**src/rtl/exec_controller.sv**
```systemverilog
// Instruction sequencer for the 8-bit accumulator CPU: two-byte fetch, execute,
// and accumulator/memory update over a shared 8-bit memory bus.
module exec_controller #(
    parameter int unsigned ADDR_W = 13
) (
    input  logic              clk,
    input  logic              rst,
    output logic [ADDR_W-1:0] mem_addr,
    output logic              mem_rd,
    output logic              mem_wr,
    input  logic [7:0]        mem_rdata,
    output logic [7:0]        mem_wdata,
    input  logic              mem_ready,
    output logic [2:0]        alu_op,
    output logic [7:0]        alu_in,
    input  logic [7:0]        alu_result,
    output logic [7:0]        accum,
    output logic [ADDR_W-1:0] pc,
    output logic              halted
);

    localparam int unsigned DATA_W  = 8;
    localparam int unsigned OP_W    = 3;
    localparam int unsigned IADDR_W = 13;

    localparam logic [OP_W-1:0] OP_NOP = 3'b000;
    localparam logic [OP_W-1:0] OP_LDO = 3'b001;
    localparam logic [OP_W-1:0] OP_LDA = 3'b010;
    localparam logic [OP_W-1:0] OP_STO = 3'b011;
    localparam logic [OP_W-1:0] OP_PRE = 3'b100;
    localparam logic [OP_W-1:0] OP_ADD = 3'b101;
    localparam logic [OP_W-1:0] OP_LDM = 3'b110;
    localparam logic [OP_W-1:0] OP_HLT = 3'b111;

    typedef enum logic [1:0] {
        FETCH_HI,
        FETCH_LO,
        EXEC,
        HALT
    } state_t;

    state_t              state;
    logic [DATA_W-1:0]   ir_hi;
    logic [DATA_W-1:0]   ir_lo;
    logic [OP_W-1:0]     opcode;
    logic [ADDR_W-1:0]   ir_addr;
    logic                is_read;
    logic                is_write;

    assign opcode    = ir_hi[7:5];
    assign ir_addr   = ADDR_W'({ir_hi[4:0], ir_lo});
    assign mem_wdata = accum;
    assign alu_in    = mem_rdata;
    assign halted    = (state == HALT);

    // Opcode class decode
    always_comb begin
        is_read  = 1'b0;
        is_write = 1'b0;
        case (opcode)
            OP_LDO, OP_LDA, OP_PRE, OP_ADD: is_read  = 1'b1;
            OP_STO, OP_LDM:                 is_write = 1'b1;
            default: ;
        endcase
    end

    // Bus strobes, address and ALU op; gated by rst so strobes drop without a clock edge
    always_comb begin
        mem_addr = pc;
        mem_rd   = 1'b0;
        mem_wr   = 1'b0;
        alu_op   = OP_NOP;
        if (!rst) begin
            case (state)
                FETCH_HI, FETCH_LO: mem_rd = 1'b1;
                EXEC: begin
                    mem_addr = ir_addr;
                    alu_op   = opcode;
                    mem_rd   = is_read;
                    mem_wr   = is_write;
                end
                default: ;
            endcase
        end
    end

    // Sequencer state and architectural registers; a strobed cycle without mem_ready changes nothing
    always_ff @(posedge clk or posedge rst) begin
        if (rst) begin
            state <= FETCH_HI;
            pc    <= '0;
            accum <= '0;
            ir_hi <= '0;
            ir_lo <= '0;
        end else begin
            case (state)
                FETCH_HI: begin
                    if (mem_ready) begin
                        ir_hi <= mem_rdata;
                        pc    <= pc + ADDR_W'(1);
                        state <= FETCH_LO;
                    end
                end
                FETCH_LO: begin
                    if (mem_ready) begin
                        ir_lo <= mem_rdata;
                        pc    <= pc + ADDR_W'(1);
                        state <= EXEC;
                    end
                end
                EXEC: begin
                    if (is_read) begin
                        if (mem_ready) begin
                            accum <= alu_result;
                            state <= FETCH_HI;
                        end
                    end else if (is_write) begin
                        if (mem_ready) begin
                            state <= FETCH_HI;
                        end
                    end else if (opcode == OP_HLT) begin
                        state <= HALT;
                    end else begin
                        state <= FETCH_HI;
                    end
                end
                HALT: ;
                default: state <= FETCH_HI;
            endcase
        end
    end

endmodule

```
**config.mk**
```make
export PLATFORM = sky130hd
export DESIGN_NAME = exec_controller
export DESIGN_NICKNAME = d
export VERILOG_FILES = /design/src/rtl/exec_controller.sv
export SDC_FILE = /design/constraint.sdc
export NUM_CORES = 1
export LEC_CHECK = 0
export BUFFER_PORTS_ARGS = -buffer_cell sky130_fd_sc_hd__buf_4
export CORE_MARGIN = 2
export CORE_UTILIZATION = 45
export DETAILED_ROUTE_END_ITERATION = 8
export PLACE_DENSITY = 0.74
export SETUP_SLACK_MARGIN = 0.3
export SLEW_MARGIN = 40
export SYNTH_ARGS = -nofsm -noshare
export SYNTH_HDL_FRONTEND = slang
export SYNTH_SLANG_ARGS = --single-unit
```
**constraint.sdc**
```tcl
create_clock -name clk -period 2.9 [get_ports clk]
set_input_delay 0.145 -clock clk [delete_from_list [all_inputs] [get_ports clk]]
set_output_delay 0.145 -clock clk [all_outputs]
set_load 0.02 [all_outputs]
```
* Word level (Yosys, flattened, before mapping)
Index checks and enable logic that the tools add are counted.
Storage, ports and cells: bits in registers 39, input bits 19, output and inout port bits 56, logic and storage cells 45
Cells by class: add/sub/neg operators 1, equality and inequality tests 12, multiplexer cells 17, reductions and logical operators 10
Operators with widths (number):
- $mux 13 | 2
- $add 13x1->13 const B | 1
- $eq 3x3->1 const B | 4
- $mux 2 | 6
- $eq 3x2->1 const B | 2
- $mux 3 | 2
- $pmux 2 s3 | 1
- $reduce_and 2->1 | 3
- $reduce_and 3->1 | 2
- $mux 1 | 5
- $eq 2x2->1 const B | 2
- $ne 2x2->1 const B | 2
- $reduce_or 2->1 | 2
- $reduce_or 4->1 | 1
- $eq 3x1->1 const B | 1
- $reduce_bool 3->1 | 1
- $eq 2x1->1 const B | 1
- $logic_not 2->1 | 1
- $pmux 1 s2 | 1

* Logic depth before layout (Yosys ltp)
depth after elaboration 6, mapped depth 7, gate-level depth less buffers 6

* Least setup slack after synthesis
No wires, ideal clock.
path kind flip-flop to output port, start reg state[0], end out mem_addr[10], data arrival time 1.631 ns, data required time 2.755 ns, slack 1.124 ns, stages on the path, launching flop included 7, path buffers 2, cells stage by stage dfrtp_1 inv_1 ha_1 nor2b_1 buf_2 buf_2 mux2_2
Between the ends: cells in the longest elaborated chain, start to end 3
Ends and longest elaborated chain:
- from (decl) | RTL line 42 | state_t state;
- from (signal assigned) | RTL line 90 | state <= FETCH_HI;
- from (signal assigned) | RTL line 101 | state <= FETCH_LO;
- from (signal assigned) | RTL line 108 | state <= EXEC;
- $eq 2x2->1 | RTL line 74 | case (state)
- $mux 13 | RTL line 74
- $mux 13 | RTL line 73 | if (!rst) begin
- to (decl) | RTL line 8 | output logic [ADDR_W-1:0] mem_addr,
Every way passes these cells.

* Worst setup path in the final report
start reg state[0], end out mem_addr[4]
Same word-level chain as after synthesis.

==> run_results.csv <==
group,metric,value,unit
cts,cts_resized,0,
cts,root_buffer,"clkbuf_8",
status,status,"complete, no violations",
grt,grt_util_met3,0.0499,
finish,final_cell_mix,"buf_4 (76), dfrtp_1 (39), mux2_2 (30)",
route,vias,1428,
finish,diodes,0,
critical_path,required,2.76,ns
synth,synth-edff-count,0,
place,dp_hpwl,3050,um
cts,clk_pin_slew,0.07,ns
grt,grt_start_max_net_pins,23,
worst_hold_path,min_to,"accum[0]",
floorplan,die_w,71.1,um
floorplan,start_util,0.466,
floorplan,die_h,71.1,um
place,dp_cells,269,
grt,gr-total-overflow,0,
cts,cts_tree,"built",
synth,seq_area_frac_synth,0.481,
cts,cts_made_buffers,5,
cts,clock_path_buffers,2,
critical_path,end_kind,"output port",
worst_hold_path,holdPathStages,2,
finish,layout-area-overhead-vs-synth,28.6,%
grt,antenna_found_initial,0,
route,ant_nets,0,
cts,post_cts_buffers,0,
power,power_density,989,mW/mm^2
timing,fin_ws,0.718,ns
route,firstDrtPassIters,4,
floorplan,core,0.00435,mm^2
power,leakagePower,0.00129,uW
grt,grt-busiest-layer,"met2",
power,irDropWorstVdd,0.574,mV
worst_hold_path,hold_class,"in -> reg",
synth,synth.avg_cell_area,12.5,um^2
finish,stdcell_area,0.00261,mm^2
critical_path,reg2regPathDepth,6,
cts,htree_levels,2,
place,gp_congestion,0.798,
timing,tightestPinTransition,0.510,ns
synth,synth_cells,162,
grt,grt_pass1_vias,1405,
synth,netlist_area,0.00203,mm^2
synth,async_flop_share,1.00,
timing,finalCritPeriodShare,0.752,
critical_path,crit_fanout,17,
place,portBuffers,74,
grt,grt_use_total,0.174,
synth,synth_area_leaders,"dfrtp_1 (48%), mux2_2 (17%), buf_4 (6.3%)",
synth,ys_warn_count,0,
synth,synthFlopType,"dfrtp_1",
worst_hold_path,hp-start,"alu_result[0]",
floorplan,placement_rows,24,
place,dpl_cell_area,0.00251,mm^2
route,viasPerCell,5.16,
synth,synth_area_leader_cell,"dfrtp_1",
place,pre_cts_ws,1.04,ns
route,wl_per_cell,14.8,um
cts,clock-sinks,39,
critical_path,startpoint_type,"flop",
synth,yosysTopAreaCellShare,0.481,
finish,final_common_cell,"buf_4",
synth,syn-num-nets,186,
timing,drv_slew,0,
grt,grt_first_pass_wirelength,6980,um
critical_path,r2r_setup_slack,1.11,ns
critical_path,worstPathArrival,2.04,ns
synth,ys_types,28,
timing,rsz0062_at_grt,"no",
cts,clk_latency,0.28,ns
timing,timing.final.crit_period,2.18,ns
timing,finClkSkew,0.00242,ns
finish,drive_above_1_share,0.556,
timing,max_freq,458,MHz
finish,nets,249,
grt,grt_util_met2,0.285,
floorplan,ios,75,
critical_path,critical_path_class,"reg -> out",
route,drt_wl_total,4100,um
job,drv_cap,0,
finish,fin_cells,277,
critical_path,r2r-end,"pc[9]",
floorplan,die_area,0.00506,mm^2
timing,hold_violations,0,
power,power.total,2580,uW
timing,relSlewSlack,0.660,
timing,final-setup-viol-count,0,
timing,setup_tns,0,ns
synth,ys_ff_latch,39,
critical_path,r2r-start,"state[1]",
route,drtIter0Drc,48,
route,drc,0,
grt,use_met1,0.228,
stage by stage:
stage,utilization,hold WS (ns)
2_1_floorplan,-,0.293
3_3_place_gp,0.576,0.365
3_5_place_dp,0.576,0.380
4_1_cts,0.597,0.0714
5_1_grt,0.599,0.0822
6_report,0.599,0.0877
critical path, cell delays in order, from the launching register on:
cell and delay [ns]:
dfrtp_1 0.43, inv_1 0.12, ha_1 0.26, nor2b_1 0.15, buf_4 0.25, mux2_2 0.38, buf_4 0.16
synth_stat cells (5+ instances only):
cell type,number
ha_1,5
mux2_2,30
nand3_1,5
xnor2_1,11
and3_1,6
mux2_4,8
nand2_1,8
buf_4,17
dfrtp_1,39
final cells by class:
type / count / area [um^2]
Sequential cell: 39 / 976
Tap cell: 52 / 65.1
Timing Repair Buffer: 77 / 581
Inverter: 3 / 11.3
Multi-Input combinational cell: 99 / 887
Clock inverter: 1 / 5.00
Fill cell: 376 / 1750
Clock buffer: 6 / 82.6
registers in the layout, indices dropped and copies added, names as in the netlist:
| name | cells |
|---|---|
| pc | 13 |
| ir_lo | 8 |
| state | 2 |
| accum | 8 |
| ir_hi | 8 |
logic make-up (layout without fill, tap and decap cells):
logic type | Yosys count | in the layout | share of synthesized area
XOR/XNOR | 14 | 14 | 0.0605
AND/OR/NAND/NOR | 32 | 32 | 0.0882
buffers and inverters | 24 | 87 | 0.0814
flip-flops | 39 | 39 | 0.481
AO/OA/AOI/OAI | 10 | 10 | 0.0321
multiplexers | 38 | 38 | 0.226
adder cells (fa/ha/maj) | 5 | 5 | 0.0308
repair_timing:
action | CTS | global route
endpoints found under the setup margin | 0 | 0
hold endpoints to repair | 0 | 21
hold buffers | 0 | 1
report_power, final:
part / internal (uW) / switching, uW
combinational: 638 / 602
clock: 187 / 179
sequential: 766 / 206
total: 1590 / 988
worst max path at each step:
stage	from	endpoint	slack, ns	cells past startpoint
floorplan	state[0]	mem_addr[10]	1.12	6
global placement	state[0]	mem_addr[4]	1.07	6
detailed placement	state[0]	mem_addr[4]	1.04	6
CTS	state[0]	mem_addr[4]	0.72	6
global route	state[0]	mem_addr[12]	0.59	6
finish	state[0]	mem_addr[4]	0.72	6
metal layers:
| metal | up-vias | wire length, um |
|---|---|---|
| li1 | 668 | - |
| met1 | 682 | 1690 |
| met2 | 75 | 1990 |
| met3 | 3 | 374 |
| met4 | 0 | 38 |
| met5 | - | 0 |
(Power assumes the default switching activity.)
